$ cat config.mk
export PLATFORM = sky130hd
export DESIGN_NAME = demux1_to_16_reg_flat
export DESIGN_NICKNAME = d
export VERILOG_FILES = /design/src/rtl/demux1_to_16_reg_if.sv /design/src/rtl/demux1_to_16_reg.sv /design/src/flat_wrapper.sv
export SDC_FILE = /design/constraint.sdc
export NUM_CORES = 1
export LEC_CHECK = 0
export ABC_AREA = 1
export BUFFER_PORTS_ARGS = -buffer_cell sky130_fd_sc_hd__buf_2
export CORE_UTILIZATION = 45
export DETAILED_ROUTE_END_ITERATION = 6
export GPL_TIMING_DRIVEN = 1
export PLACE_DENSITY = 0.72
export SLEW_MARGIN = 25
export SYNTH_ARGS = -nofsm -noshare
export SYNTH_HDL_FRONTEND = slang
export SYNTH_SLANG_ARGS = --single-unit
$ cat constraint.sdc
create_clock -name clk -period 2.8 [get_ports clk]
set_input_delay 0.42 -clock clk [delete_from_list [all_inputs] [get_ports clk]]
set_output_delay 0.42 -clock clk [all_outputs]
set_load 0.02 [all_outputs]
$ cat src/rtl/demux1_to_16_reg_if.sv
// Bundle of the producer handshake, the sixteen consumer channels and the
// transfer counter for the registered 1-to-16 demultiplexer.
interface demux1_to_16_reg_if #(
  parameter int WIDTH = 8
);
  logic [WIDTH-1:0]    in_data;
  logic [3:0]          in_sel;
  logic                in_bcast;
  logic                in_valid;
  logic                in_ready;
  logic [16*WIDTH-1:0] out_data;
  logic [15:0]         out_valid;
  logic [15:0]         out_ack;
  logic [7:0]          accept_cnt;

  // Producer and consumers together: drive requests and acks, observe outputs.
  modport master (
    output in_data, in_sel, in_bcast, in_valid, out_ack,
    input  in_ready, out_data, out_valid, accept_cnt
  );

  // The demultiplexer itself.
  modport slave (
    input  in_data, in_sel, in_bcast, in_valid, out_ack,
    output in_ready, out_data, out_valid, accept_cnt
  );
endinterface

$ cat src/rtl/demux1_to_16_reg.sv
// Registered 1-to-16 demultiplexer: one holding register per channel with a
// valid/ack handshake, optional broadcast to all channels, and a count of
// accepted transfers. Only in_ready is combinational.
module demux1_to_16_reg #(
  parameter int WIDTH = 8
) (
  input  logic                  clk,
  input  logic                  rst,
  demux1_to_16_reg_if.slave     bus
);
  localparam int NCH = 16;

  logic [WIDTH-1:0] data_q [NCH];
  logic [NCH-1:0]   valid_q;
  logic [7:0]       cnt_q;

  logic [NCH-1:0]   free;
  logic [NCH-1:0]   target;
  logic [NCH-1:0]   load;
  logic             ready;
  logic             accept;

  // Handshake decode: a channel is free when empty or being drained this
  // cycle; a broadcast needs every channel free so all load together.
  // NOTE: every signal gets a default at the top of always_comb so no path
  // leaves it unassigned, which would otherwise infer a latch.
  always_comb begin
    free   = '0;
    target = '0;
    ready  = 1'b0;
    accept = 1'b0;
    load   = '0;
    free   = ~valid_q | bus.out_ack;
    target = bus.in_bcast ? {NCH{1'b1}} : (NCH'(1) << bus.in_sel);
    ready  = bus.in_bcast ? (&free) : free[bus.in_sel];
    accept = bus.in_valid & ready;
    load   = accept ? target : '0;
  end

  // Channel valid flags and transfer counter; reset has priority over any
  // simultaneous request or ack.
  // NOTE: sequential state uses non-blocking assignments so every register
  // samples pre-edge values regardless of statement order.
  always_ff @(posedge clk) begin
    if (rst) begin
      valid_q <= '0;
      cnt_q   <= '0;
    end else begin
      for (int n = 0; n < NCH; n++) begin
        if (load[n])
          valid_q[n] <= 1'b1;
        else if (bus.out_ack[n])
          valid_q[n] <= 1'b0;
      end
      if (accept)
        cnt_q <= cnt_q + 8'd1;
    end
  end

  // Channel data registers: load on accept, otherwise hold the last value.
  // NOTE: the data array is reset (not just the valid flags) because
  // out_data is required to read zero after reset.
  always_ff @(posedge clk) begin
    if (rst) begin
      for (int n = 0; n < NCH; n++)
        data_q[n] <= '0;
    end else begin
      for (int n = 0; n < NCH; n++)
        if (load[n])
          data_q[n] <= bus.in_data;
    end
  end

  // Pack the channel registers onto the flat output bus.
  always_comb begin
    bus.out_data = '0;
    for (int n = 0; n < NCH; n++)
      bus.out_data[n*WIDTH +: WIDTH] = data_q[n];
  end

  assign bus.in_ready   = ready;
  assign bus.out_valid  = valid_q;
  assign bus.accept_cnt = cnt_q;

endmodule

$ cat src/flat_wrapper.sv
// flat-port wrapper written by rule: the top's interface ports become plain ports
module demux1_to_16_reg_flat 
#(
  parameter int WIDTH = 8
)
  (clk, rst, bus_in_data, bus_in_sel, bus_in_bcast, bus_in_valid, bus_out_ack, bus_in_ready, bus_out_data, bus_out_valid, bus_accept_cnt);
  demux1_to_16_reg_if #(.WIDTH(WIDTH)) bus_i ();
  input  logic clk;
  input  logic rst;
  input wire logic [$bits(bus_i.in_data)-1:0] bus_in_data;
  input wire logic [$bits(bus_i.in_sel)-1:0] bus_in_sel;
  input wire logic [$bits(bus_i.in_bcast)-1:0] bus_in_bcast;
  input wire logic [$bits(bus_i.in_valid)-1:0] bus_in_valid;
  input wire logic [$bits(bus_i.out_ack)-1:0] bus_out_ack;
  output wire logic [$bits(bus_i.in_ready)-1:0] bus_in_ready;
  output wire logic [$bits(bus_i.out_data)-1:0] bus_out_data;
  output wire logic [$bits(bus_i.out_valid)-1:0] bus_out_valid;
  output wire logic [$bits(bus_i.accept_cnt)-1:0] bus_accept_cnt;
  assign bus_i.in_data = bus_in_data;
  assign bus_i.in_sel = bus_in_sel;
  assign bus_i.in_bcast = bus_in_bcast;
  assign bus_i.in_valid = bus_in_valid;
  assign bus_i.out_ack = bus_out_ack;
  assign bus_in_ready = bus_i.in_ready;
  assign bus_out_data = bus_i.out_data;
  assign bus_out_valid = bus_i.out_valid;
  assign bus_accept_cnt = bus_i.accept_cnt;
  demux1_to_16_reg #(.WIDTH(WIDTH)) u_core (.clk(clk), .rst(rst), .bus(bus_i));
endmodule
======== Word-level counts from Yosys, hierarchy flattened ========
Memory sizes are Yosys's and may differ from the RTL's.
Index checks and enable logic that the tools add are counted.
operators by class
  bitwise logic cells ..................... 19
  reduce and logical (&&, ||, !) cells .... 17
  shift operators ......................... 1
  add/sub/neg operators ................... 1
  order comparisons ....................... 1
  mux-type cells .......................... 103
operators by type and width
  operator              number
  $mux 8                16
  $mux 1                84
  $mux 16               2
  $reduce_bool 2->1     16
  $not 16->16           1
  $or 1x1->1            16
  $or 16x16->16         1
  $reduce_and 16->1     1
  $shl 1x4->16 const A  1
  $add 8x1->8 const B   1
  $lt 4x5->1 const B    1
  $bmux 1 s4            1
  $and 1x1->1           1
storage, ports and cells
  word-level logic and storage cells ...... 160
  memories kept ........................... 1
  output and inout bits ................... 153
  input port bits ......................... 32
  register bits after elaboration ......... 24
  RAM bits ................................ 128
memories
  memory         depth  bits a word  rd ports  clocked after Yosys merged registers in  write ports  line                    RTL
  u_core.data_q  16     8            16        0                                        16           demux1_to_16_reg.sv:13  logic [WIDTH-1:0] data_q [NCH];

======== Depth between registers and ports, before layout ========
Gate-level depths: netlist of run 1.
  depth after elaboration ................. 11
  depth in mapped cells ................... 14
  mapped depth without buffers ............ 14

======== Worst setup path before layout of run 1 ========
OpenSTA, ideal clock, no wires.
  path type ............................... input port to output port
  start ................................... in bus_out_ack[3]
  end ..................................... out bus_in_ready
  stages on the path ...................... 8
  required time ........................... 2,380 ps
  data arrival time ....................... 1,874 ps
  buffers on the path ..................... 1
  path slack .............................. 506 ps
  path through ............................ inv_1 -> nand2_2 -> nand2_1 -> nor3_2 -> nand2_1 -> o21ai_4 -> buf_4 -> a21boi_0
on the way
  word-level cells in the longest chain between the ends .. 4
  elaborated cells on any way between the ends .. 5
  classes of those cells .................. 3 x mux; 1 x bitwise; 1 x reduce/logical
RTL lines
  item                          line                    RTL
  from (decl)                   flat_wrapper.sv:14      input wire logic [$bits(bus_i.out_ack)-1:0] bus_out_ack;
  $or 16x16->16 (*)             demux1_to_16_reg.sv:33  free = ~valid_q | bus.out_ack;
  $bmux 1 s4                    demux1_to_16_reg.sv:35  ready = bus.in_bcast ? (&free) : free[bus.in_sel];
  $mux 1 (implied by the code)  demux1_to_16_reg.sv:35
  $mux 1 (*)                    demux1_to_16_reg.sv:35
  to (decl)                     flat_wrapper.sv:15      output wire logic [$bits(bus_i.in_ready)-1:0] bus_in_ready;
Every way passes the cells marked *; elsewhere a longest branch is shown, timed or not. The select of a mux whose other input is x is not followed.

======== Final worst setup path of run 1 ========
  start ................................... reg u_core.valid_q[0] (netlist: u_core.bus.out_valid[0])
  end ..................................... out bus_in_ready
on the way
  word-level cells in the longest chain between the ends .. 5
  elaborated cells on any way between the ends .. 6
  classes of those cells .................. 3 x mux; 2 x bitwise; 1 x reduce/logical
RTL lines
  item                               line                    RTL
  from (decl)                        demux1_to_16_reg.sv:14  logic [NCH-1:0] valid_q;
  from (signal assigned)             demux1_to_16_reg.sv:46  valid_q <= '0;
  from (signal, indexed assignment)  demux1_to_16_reg.sv:51  valid_q[n] <= 1'b1;
  from (signal, indexed assignment)  demux1_to_16_reg.sv:53  valid_q[n] <= 1'b0;
  $not 16->16 (*)                    demux1_to_16_reg.sv:33
  $or 16x16->16 (*)                  demux1_to_16_reg.sv:33
  $bmux 1 s4                         demux1_to_16_reg.sv:35
  $mux 1 (implied by the code)       demux1_to_16_reg.sv:35
  $mux 1 (*)                         demux1_to_16_reg.sv:35
Marks and branches as above.

==> results.md, run 1 <==
Timing:
- For the final database, setup skew stands at roughly 0.0094 ns.
- The fraction of the cycle the final worst path needs is between 80% and 90%.
- Setup violations remaining at the end of the flow were counted as 0.
- The tightest hold path in the finished design has a slack of between 0.2 and 0.3 ns.
- In this run the tightest slew margin relative to its limit is slightly below 60%.
- The transition time at the pin with the least slew margin is approximately 0.62 ns.
- The max-slew violation count came to 0.
- The final hold violation count is 0.
- The clock period minus final worst setup slack is roughly 2.4 ns.
- The highest clock frequency the design can meet is between 400 and 500 MHz.
- The setup TNS after final layout is 0 ns.
- Setup repair after global routing left no endpoint under its margin.

Worst setup path:
- At the worst endpoint, the arrival time is just under 2 ns.
- The worst register-to-register path begins at u_core.bus.out_valid[0].
- The critical path class is flip-flop to primary output.
- The data required time of the critical path is 2.38 ns.
- The worst setup path is launched from a flip-flop.
- The origin of the worst setup path is u_core.bus.out_valid[0].
- Of all nets on the critical path, the largest fanout is 11.
- The critical path endpoint category is a primary output.

Global route:
- The total global routing track utilization is 21.4%.
- The initial antenna violation count is 0.
- The total overflow left after global routing is 0.
- The first global-routing pass estimated 21000 um of wire.
- The largest net degree at the start of global routing is 27.
- The via count of the first global-routing pass is slightly below 4000.

Yosys:
- The total nets after synthesis is 522.
- The total of flip-flops plus latches after synthesis is 152.
- edfxtp_1 takes more of the synthesized area than any other cell.
- The count of unique library cells instantiated by Yosys is 31.
- After synthesis, the cell types taking the most area are edfxtp_1, dfxtp_1, nor2_1.
- The average footprint of a synthesized cell is about 12 um^2.
- Of the synthesized area, sequential elements account for slightly above 70%.
- The post-synthesis instance total is between 400 and 500.
- Summing every instance area after synthesis gives 0.00596 mm^2.
- Yosys printed 0 warnings.
- The proportion of netlist area held by the largest area contributor is 64.5%.

Routing:
- Using the TritonRoute via totals, the vias-per-cell ratio works out to between 4 and 5.
- Before antenna repair, the detailed router went through 7 iterations.
- The wire length per cell is about 17 um.
- In this run the remaining antenna-violating nets after routing total 0.
- The via count is roughly 4300.
- The remaining design rule violation count is 9.
- The number of design-rule violations left by the first detailed-router iteration is 414.
- The total detailed-routing wirelength is around 15000 um.

Clock network:
- The deepest level of the CTS H-tree is 4.
- The post-cts repair resize count is 0.
- In this run, post-CTS hold repair placed 0 buffers.
- The clock sink total is 152.
- The clock-pin slew of the registers on the worst-case setup and hold paths is ~0.060 ns.
- The root buffer cell chosen for the clock tree is clkbuf_16.
- For the worst-skew pair, the clock arrives at the later sink with an insertion delay of ~0.41 ns.
- TritonCTS built the clock tree.
- The buffer levels on the longest clock path is 2.
- Counting the buffers created by CTS gives 17.
- In this run the post-CTS setup repair buffer count came out at 0.

Layout:
- The number of antenna diodes is 0.
- From synthesis to final layout, the design area changed by 29.2%.
- In the layout the commonest cells are buf_2, edfxtp_1, nor2_1.
- In the final design database the tool counted between 700 and 800 nets.
- The share of layout cells above drive strength 1 is between 30% and 40%.
- The count of non-filler cells in the finished layout is slightly below 900.
- After routing the design area is slightly below 0.008 mm^2.
- The most frequent standard cell in the layout excluding fill and tap cells is buf_2.

Floorplanning:
- From bottom edge to top edge, the die measures 117 um.
- The effective utilization at floorplan is 46.6%.
- The I/O pin count is around 190.
- Measured along the x axis, the die boundary spans 117 um.
- The die covers about 0.014 mm^2.
- The standard-cell row count is slightly above 40.
- The floorplan step defined a core boundary enclosing between 0.01 and 0.015 mm^2.

Place:
- The total half-perimeter wirelength after legalization and detailed placement is roughly 10000 um.
- During placement, the flow inserted port buffers numbering between 150 and 200.
- The placed instances occupy a cell area of between 0.007 and 0.008 mm^2.
- After detailed placement, the design holds a cell count of 833.
- The placer's final routability congestion estimate is about 0.88.

Hold path:
- The path class of the tightest hold or removal check is input port to flip-flop.
- In this run the most critical hold path is launched from bus_out_ack[14].

Status:
- The flow ran to the end, but the final reports show violations.
- The final reports fail on DRC.

Run:
- Max-cap violations in this run came to 0.

Power and ir drop:
- In this run the power density over the cells is approximately 780 mW/mm^2.
- In this run the static leakage power is approximately 3.4 nW.
- The worst ir drop on vdd is roughly 0.38 mV.
==> flip-flops by register name (all words and copies together) (netlist names) <==
register               cells
u_core.bus.out_valid      16
u_core.bus.accept_cnt      8
u_core.data_q            128
==> power breakdown <==
group	leakage, nW	total, W	internal (W)	switching, W
registers	1.54	0.00270	0.00265	0.0000553
clock network	0.309	0.00249	0.00159	0.000899
logic	1.60	0.000784	0.000209	0.000575
total	3.45	0.00598	0.00445	0.00153
==> path summary, 6_finish.rpt <==
path / end / slack (ns) / cells after the start
min: u_core.bus.out_valid[14] / 0.29 / 4
min reg2reg: u_core.bus.accept_cnt[7] / 0.50 / 2
max reg2reg: u_core.data_q[0][23] / 0.50 / 8
max: bus_in_ready / 0.41 / 7
==> critical path, stage by stage (launching register included) <==
cell,delay [ns]
dfxtp_1,0.31
inv_1,0.06
nor2_1,0.07
nor3_2,0.16
nand2_1,0.12
o21ai_4,0.34
a21boi_0,0.28
buf_2,0.21
==> cells by family after synthesis <==
family / Yosys count / share of synthesized area [%]
simple gates: 223 / 17.7
flops: 152 / 72.6
buf+inv: 65 / 4.66
compound gates: 42 / 3.99
xor+xnor: 6 / 0.882
fa+ha+maj: 1 / 0.210
==> layer usage <==
layer / up-vias / part of all wire [%] / global-route usage, %
met5: - / 0 / 0
met4: 0 / 1.3 / 7.51
met3: 15 / 7.1 / 5.36
met2: 209 / 49 / 35.3
met1: 1980 / 43 / 27.6
li1: 2048 / - / -
==> per-stage QoR <==
| step | utilization, % | total power (W) | worst slack (ns) |
|---|---|---|---|
| finish | 60.3 | 0.00598 | 0.407 |
| global route | 60.3 | 0.00617 | 0.313 |
| CTS | 60.3 | 0.00601 | 0.401 |
| detailed placement | 55.2 | 0.00354 | 0.218 |
| global placement | 55.2 | 0.00353 | 0.245 |
| floorplan | - | 0.00325 | 0.506 |
==> area by class of cell <==
cell class,count,area (um^2)
sequential,152,4320
multi-input combinational,272,1360
fill,1023,5070
tap,172,215
inverter,44,165
clock buffer,19,433
timing repair buffer,193,988
clock inverter,13,218
==> synth_stat cells, drive strengths merged <==
library cell and number:
dfxtp 24, a31oi 2, inv 44, xor2 4, a21boi 1, nor3 2
xnor2 2, nand3 9, edfxtp 128, ha 1, a21oi 22, nor2 110
nand4 24, buf 8, o21ai 17, clkbuf 13, nand2 78
Note: power is estimated with default switching activity, not from simulation.
==> run 2, diff against run 1 <==
GPL_TIMING_DRIVEN = 0   (was 1)
==> results.md, run 2 (same netlist as run 1, synthesis figures left out) <==
Worst setup path:
- The arrival time at the worst endpoint is 2.15 ns (was 1.97 ns).
- The largest fanout on the critical path was 10 (was 11).
- The critical path endpoint category is a primary output (unchanged).
- The startpoint type of the worst setup path is a flip-flop (unchanged).
- The critical path class is flip-flop to primary output (unchanged).
- The data required time of the critical path is 2.38 ns (about the same).

Power and ir drop:
- The sequential power share came to 44.2% (was 45.2%).
- The worst ir drop on vdd is 0.336 mV (was 0.383 mV).
- The share of total power consumed by net switching is 25.5% (was 25.6%).
- The internal power contribution came to 0.00456 W (was 0.00445 W).
- The leakage dissipation was 3.49 nW (was 3.45 nW).
- The power density normalized to cell area was 784 mW/mm^2 (was 777 mW/mm^2).
- The combinational share of power is 13.3% (was 13.1%).
- The clock network fraction of total power came to 42.5% (was 41.7%).
- The power dissipated by switching net loads is 0.00156 W (was 0.00153 W).

Clock network:
- The buffer levels on the longest clock path is 2 (unchanged).
- The source-to-sink clock delay at the later pin of the worst-skew pair is 0.42 ns (was 0.41 ns).
- The CTS tree is built (unchanged).
- The total of hold buffers inserted after clock tree synthesis is 0 (unchanged).
- The clock sink total is 152 (unchanged).
- The post-cts repair resize count is 0 (unchanged).
- The clock-pin slew of the registers on the worst-case setup and hold paths is 0.06 ns (about the same).
- The total CTS buffers is 17 (unchanged).
- The deepest level of the CTS H-tree was 4 (unchanged).
- The clock tree root buffer cell was clkbuf_16 (unchanged).

Place:
- The total instance count after detailed placement was 843 (was 833).
- The placer's final routability congestion estimate came to 0.961 (was 0.880).
- The quantity of I/O buffers inserted on ports is 182 (was 184).
- The total half-perimeter wirelength after legalization and detailed placement came to 10700 um (was 10400 um).

Global route:
- The most crowded layer after global routing is met2 (unchanged).
- The met1 demand-to-capacity share in global routing came to 28.4% (was 27.6%).
- The initial antenna violation count came to 0 (unchanged).
- The via count of the first global-routing pass is 3881 (was 3948).
- The global-route wire length before repair is 21400 um (was 21000 um).
- The largest net degree at the start of global routing was 17 (was 27).
- The global-route track usage on met3 came to 3.71% (was 5.36%).
- The overflow left after global routing came to 0 (unchanged).
- The total global routing track utilization is 21.9% (was 21.4%).
- The global-route met2 utilization is 37.1% (was 35.3%).

Timing:
- The max-slew violation count was 0 (unchanged).
- The total setup violations reported at the end of the flow is 0 (unchanged).
- The clock tree skew after final layout is 0.00914 ns (was 0.00938 ns).
- The clock period minus final worst setup slack was 2.57 ns (was 2.39 ns).
- Unrepaired setup endpoints after global routing: false (unchanged).
- The minimum hold slack is 0.244 ns (was 0.291 ns).
- The final hold violation count is 0 (unchanged).
- The highest clock frequency the design can meet came to 389 MHz (was 418 MHz).
- The setup TNS after final layout was 0 ns (unchanged).
- The normalized max-slew margin is 52.0% (was 58.9%).
- The fraction of the cycle the final worst path needs is 91.7% (was 85.4%).
- The transition time at the pin with the least slew margin is 0.720 ns (was 0.617 ns).

Routing:
- The via count is 4327 (was 4252).
- The total detailed-routing wirelength came to 14800 um (was 14500 um).
- The number of design-rule violations left by the first detailed-router iteration is 358 (was 414).
- The remaining design rule violation count came to 0 (was 9).
- The mean number of vias per cell was 4.92 (about the same).
- The post-route antenna net violation count is 0 (unchanged).
- The wire length per cell came to 16.8 um (about the same).
- The detailed-router iteration count before antenna repair was 5 (was 7).

Layout:
- Most frequent cells in the layout: buf_2, edfxtp_1, nor2_1 (unchanged).
- The filler cell count in the final layout is 1015 (was 1023).
- The net count of the finished layout is 729 (was 713).
- The share of layout cells above drive strength 1 is 35.9% (was 36.4%).
- The most frequent standard cell in the layout excluding fill and tap cells is buf_2 (unchanged).
- The number of flip-flops under the largest register name came to 128 (unchanged).
- The number of antenna diodes is 0 (unchanged).
- The count of non-filler cells in the finished layout is 880 (was 865).
- The area growth from synthesis to layout is 30.9% (was 29.2%).
- The register name with the most flops was u_core.data_q (unchanged).

Status:
- Status: finished clean (was finished, violations left).

Floorplanning:
- The effective utilization at floorplan is 46.6% (unchanged).
- The height of the chip is 117 um (unchanged).
- The I/O pin count came to 185 (unchanged).
- The standard-cell row count is 41 (unchanged).
- The overall die area was 0.0137 mm^2 (unchanged).
- The area inside the core boundary is 0.0128 mm^2 (unchanged).
- The die boundary width is 117 um (unchanged).

Run:
- The number of violations of the max-capacitance limit is 0 (unchanged).

Hold path:
- The type of the worst min-delay path is input port to flip-flop (unchanged).
[run 2: changes by cell type in the layout (fill, tap and decap cells not counted)]
cell       change
bufinv_16      +1
buf_4          -1
clkbuf_1      +11
buf_8          +2
clkinv_1       +1
clkinv_4       -1
inv_8          +1
buf_1          +1
inv_6          -1
buf_2          +1
[run 2: worst max-delay path, stage by stage (launching register included)]
cell and delay (ns):
dfxtp_1 0.31, nand2_1 0.11, nand2_1 0.07, nor2_1 0.08
nand4_1 0.16, o21ai_4 0.30, buf_4 0.22, a21boi_0 0.26
buf_2 0.22
[run 2: worst paths after layout]
check	from	to	slack, ns	cells after the start
worst min-delay path	rst	u_core.bus.out_valid[10]	0.24	2
worst min register to register	u_core.bus.accept_cnt[4]	u_core.bus.accept_cnt[4]	0.50	2
worst max register to register	u_core.bus.out_valid[13]	u_core.data_q[1][47]	0.46	9
worst max-delay path	u_core.bus.out_valid[13]	bus_in_ready	0.23	8
[run 2: final cells by class]
| class | count | area, um^2 | share of cell area (%) |
|---|---|---|---|
| Inverter | 44 | 165 | 2.12 |
| Clock buffer | 17 | 425 | 5.45 |
| Timing Repair Buffer | 188 | 956 | 12.3 |
| Clock inverter | 14 | 245 | 3.14 |
| Sequential cell | 152 | 4320 | 55.4 |
| Multi-Input combinational cell | 272 | 1360 | 17.4 |
| Tap cell | 172 | 215 | 2.76 |
| Buffer | 21 | 113 | 1.44 |
[run 2: stage by stage]
stage | util [%] | setup WS, ns | area, um^2 | power [W]
after floorplan | - | 0.506 | 5960 | 0.00325
after global placement | 55.5 | 0.249 | 7080 | 0.00353
after detailed placement | 55.5 | 0.240 | 7080 | 0.00354
after CTS | 60.7 | 0.0903 | 7750 | 0.00611
after global routing | 61.1 | 0.143 | 7800 | 0.00628
final | 61.1 | 0.232 | 7800 | 0.00611
[run 2: timing repair]
action | CTS | global route
hold endpoints to repair | 0 | 0
endpoints found under the setup margin | 0 | 1
setup buffers | 0 | 6
[run 2: power by group through the flow]
stage	sequential, W	clock, W	combinational, W
2_1_floorplan	0.00297	0	0.000274
3_3_place_gp	0.00275	0	0.000779
3_5_place_dp	0.00275	0	0.000792
4_1_cts	0.00271	0.00261	0.000794
5_1_grt	0.00272	0.00268	0.000876
6_report	0.00270	0.00260	0.000811
[run 2: metal layers]
layer | up-vias | share of wire, %
met4 | 0 | 1.2
met2 | 184 | 49
met5 | - | 0
met1 | 2047 | 43
li1 | 2081 | -
met3 | 15 | 6.0
==> run 3, diff against run 2 <==
==> constraint.sdc (replaced) <==
create_clock -name clk -period 2.8 [get_ports clk]
set_input_delay 0.14 -clock clk [delete_from_list [all_inputs] [get_ports clk]]
set_output_delay 0.14 -clock clk [all_outputs]
set_load 0.02 [all_outputs]
==> results.md, run 3 (same netlist as run 1, synthesis figures left out) <==
Floorplanning:
- The standard-cell row count is 41 (unchanged).
- The die boundary width is 117 um (unchanged).
- The I/O pin count is 185 (unchanged).
- The height of the chip is 117 um (unchanged).
- The overall die area is 0.0137 mm^2 (unchanged).
- The effective utilization at floorplan was 46.6% (unchanged).
- The area inside the core boundary is 0.0128 mm^2 (unchanged).

Place:
- The total instance count after detailed placement was 843 (unchanged).
- The total half-perimeter wirelength after legalization and detailed placement is 10700 um (unchanged).
- The cell area reported after detailed placement is 0.00708 mm^2 (unchanged).
- The quantity of I/O buffers inserted on ports is 182 (unchanged).
- The placer's final routability congestion estimate is 0.961 (unchanged).

Global route:
- The overflow left after global routing is 0 (unchanged).
- The initial antenna violation count is 0 (unchanged).
- The global-route wire length before repair is 21400 um (unchanged).
- The most crowded layer after global routing is met2 (unchanged).
- The global-route met2 utilization came to 37.1% (about the same).
- The met1 demand-to-capacity share in global routing is 28.4% (unchanged).
- The total global routing track utilization came to 21.9% (unchanged).
- The global-route track usage on met3 is 3.66% (was 3.71%).
- The via count of the first global-routing pass is 3888 (was 3881).
- The largest net degree at the start of global routing is 17 (unchanged).

Power and ir drop:
- The worst ir drop on vdd is 0.336 mV (about the same).
- The leakage dissipation is 3.47 nW (was 3.49 nW).
- The power density normalized to cell area was 784 mW/mm^2 (about the same).
- The total power after layout is 0.00609 W (was 0.00611 W).

Timing:
- The max-slew violation count is 0 (unchanged).
- The transition time at the pin with the least slew margin is 0.720 ns (about the same).
- The final hold violation count was 0 (unchanged).
- The normalized max-slew margin was 52.0% (about the same).
- The clock period minus final worst setup slack is 2.45 ns (was 2.57 ns).
- The fraction of the cycle the final worst path needs was 87.4% (was 91.7%).
- The highest clock frequency the design can meet is 408 MHz (was 389 MHz).
- The total setup violations reported at the end of the flow is 0 (unchanged).
- Unrepaired setup endpoints after global routing: false (unchanged).
- The setup TNS after final layout came to 0 ns (unchanged).
- The clock tree skew after final layout came to 0.00849 ns (was 0.00914 ns).

Clock network:
- The clock-pin slew of the registers on the worst-case setup and hold paths is 0.06 ns (about the same).
- The total CTS buffers is 17 (unchanged).
- The CTS tree is built (unchanged).
- The buffer levels on the longest clock path is 2 (unchanged).
- The clock tree root buffer cell is clkbuf_16 (unchanged).
- The clock sink total is 152 (unchanged).
- The post-CTS setup repair buffer count was 0 (unchanged).
- The source-to-sink clock delay at the later pin of the worst-skew pair came to 0.41 ns (was 0.42 ns).
- The deepest level of the CTS H-tree is 4 (unchanged).

Routing:
- The via count is 4248 (was 4327).
- The mean number of vias per cell was 4.85 (was 4.92).
- The post-route antenna net violation count is 0 (unchanged).
- The remaining design rule violation count is 0 (unchanged).
- The wire length per cell is 16.7 um (was 16.8 um).
- The detailed-router iteration count before antenna repair is 5 (unchanged).
- The total detailed-routing wirelength came to 14700 um (was 14800 um).
- The number of design-rule violations left by the first detailed-router iteration was 351 (was 358).

Layout:
- The area growth from synthesis to layout is 30.3% (was 30.9%).
- The register name with the most flops is u_core.data_q (unchanged).
- The number of flip-flops under the largest register name is 128 (unchanged).
- The most frequent standard cell in the layout excluding fill and tap cells is buf_2 (unchanged).
- The share of layout cells above drive strength 1 is 35.3% (was 35.9%).
- The count of non-filler cells in the finished layout is 875 (was 880).
- The net count of the finished layout is 724 (was 729).
- The filler cell count in the final layout came to 1020 (was 1015).
- The number of antenna diodes is 0 (unchanged).
- The post-layout instance area was 0.00776 mm^2 (was 0.00780 mm^2).
- Most frequent cells in the layout: buf_2, edfxtp_1, nor2_1 (unchanged).

Worst setup path:
- The startpoint type of the worst setup path is a flip-flop (unchanged).
- The data required time of the critical path is 2.66 ns (was 2.38 ns).
- The critical path class is flip-flop to primary output (unchanged).
- The origin of the worst setup path is u_core.bus.out_valid[9] (was u_core.bus.out_valid[13]).
- The internal reg-to-reg setup slack is 0.44 ns (was 0.46 ns).
- The largest fanout on the critical path is 10 (unchanged).
- The startpoint of the worst-slack reg-to-reg timing path is u_core.bus.out_valid[9] (was u_core.bus.out_valid[13]).
- The arrival time at the worst endpoint is 2.31 ns (was 2.15 ns).
- The critical path endpoint category is a primary output (unchanged).

Run:
- The number of violations of the max-capacitance limit is 0 (unchanged).

Status:
- Status: finished clean (unchanged).

Hold path:
- The worst hold path startpoint is bus_out_ack[6] (was rst).
- The type of the worst min-delay path is input port to flip-flop (unchanged).
## run 3: critical path, cell delays in order (launching register included)
cell and delay, ns:
dfxtp_1 0.32, nand2_1 0.12, nand2_1 0.08, inv_1 0.06, nand4_1 0.17, o21ai_4 0.42
buf_4 0.25, a21boi_0 0.26, buf_2 0.22
## run 3: area by class of cell
cell class / count / area [um^2] / share of cell area [%]
Sequential cell: 152 / 4320 / 55.7
Multi-Input combinational cell: 272 / 1360 / 17.5
Timing Repair Buffer: 183 / 921 / 11.9
Clock buffer: 17 / 425 / 5.48
Clock inverter: 14 / 245 / 3.16
Tap cell: 172 / 215 / 2.77
Inverter: 44 / 165 / 2.13
Buffer: 21 / 113 / 1.45
## run 3: timing repair
action,CTS,global route
hold endpoints to repair,1,0
setup endpoints to repair,0,0
hold buffers,1,0
resized for setup,0,0
## run 3: metrics by stage
| stage | hold slack [ns] | utilization, % | setup WS, ns |
|---|---|---|---|
| final | 0.0133 | 60.8 | 0.352 |
| after global routing | 0.0312 | 60.8 | 0.250 |
| after CTS | 0.000562 | 60.8 | 0.370 |
| after detailed placement | 0.380 | 55.5 | 0.461 |
| after global placement | 0.391 | 55.5 | 0.469 |
| after floorplan | 0.209 | - | 0.792 |
## run 3: path summary, 6_finish.rpt
kind,endpoint,depth (start not counted)
hold reg to reg,u_core.bus.accept_cnt[4],2
setup reg to reg,u_core.data_q[1][42],8
setup / recovery,bus_in_ready,8
hold / removal,u_core.bus.out_valid[6],4
## run 3: report_power, final
| part | internal (W) | leakage [nW] | switching, W |
|---|---|---|---|
| clock | 0.00168 | 0.320 | 0.000917 |
| sequential | 0.00265 | 1.54 | 0.0000543 |
| combinational | 0.000212 | 1.61 | 0.000576 |
## run 3: metal layers
layer | routed length [um] | vias to the layer above
li1 | - | 2070
met1 | 6290 | 2010
met2 | 7390 | 163
met3 | 896 | 5
met4 | 75 | 0
met5 | 0 | -
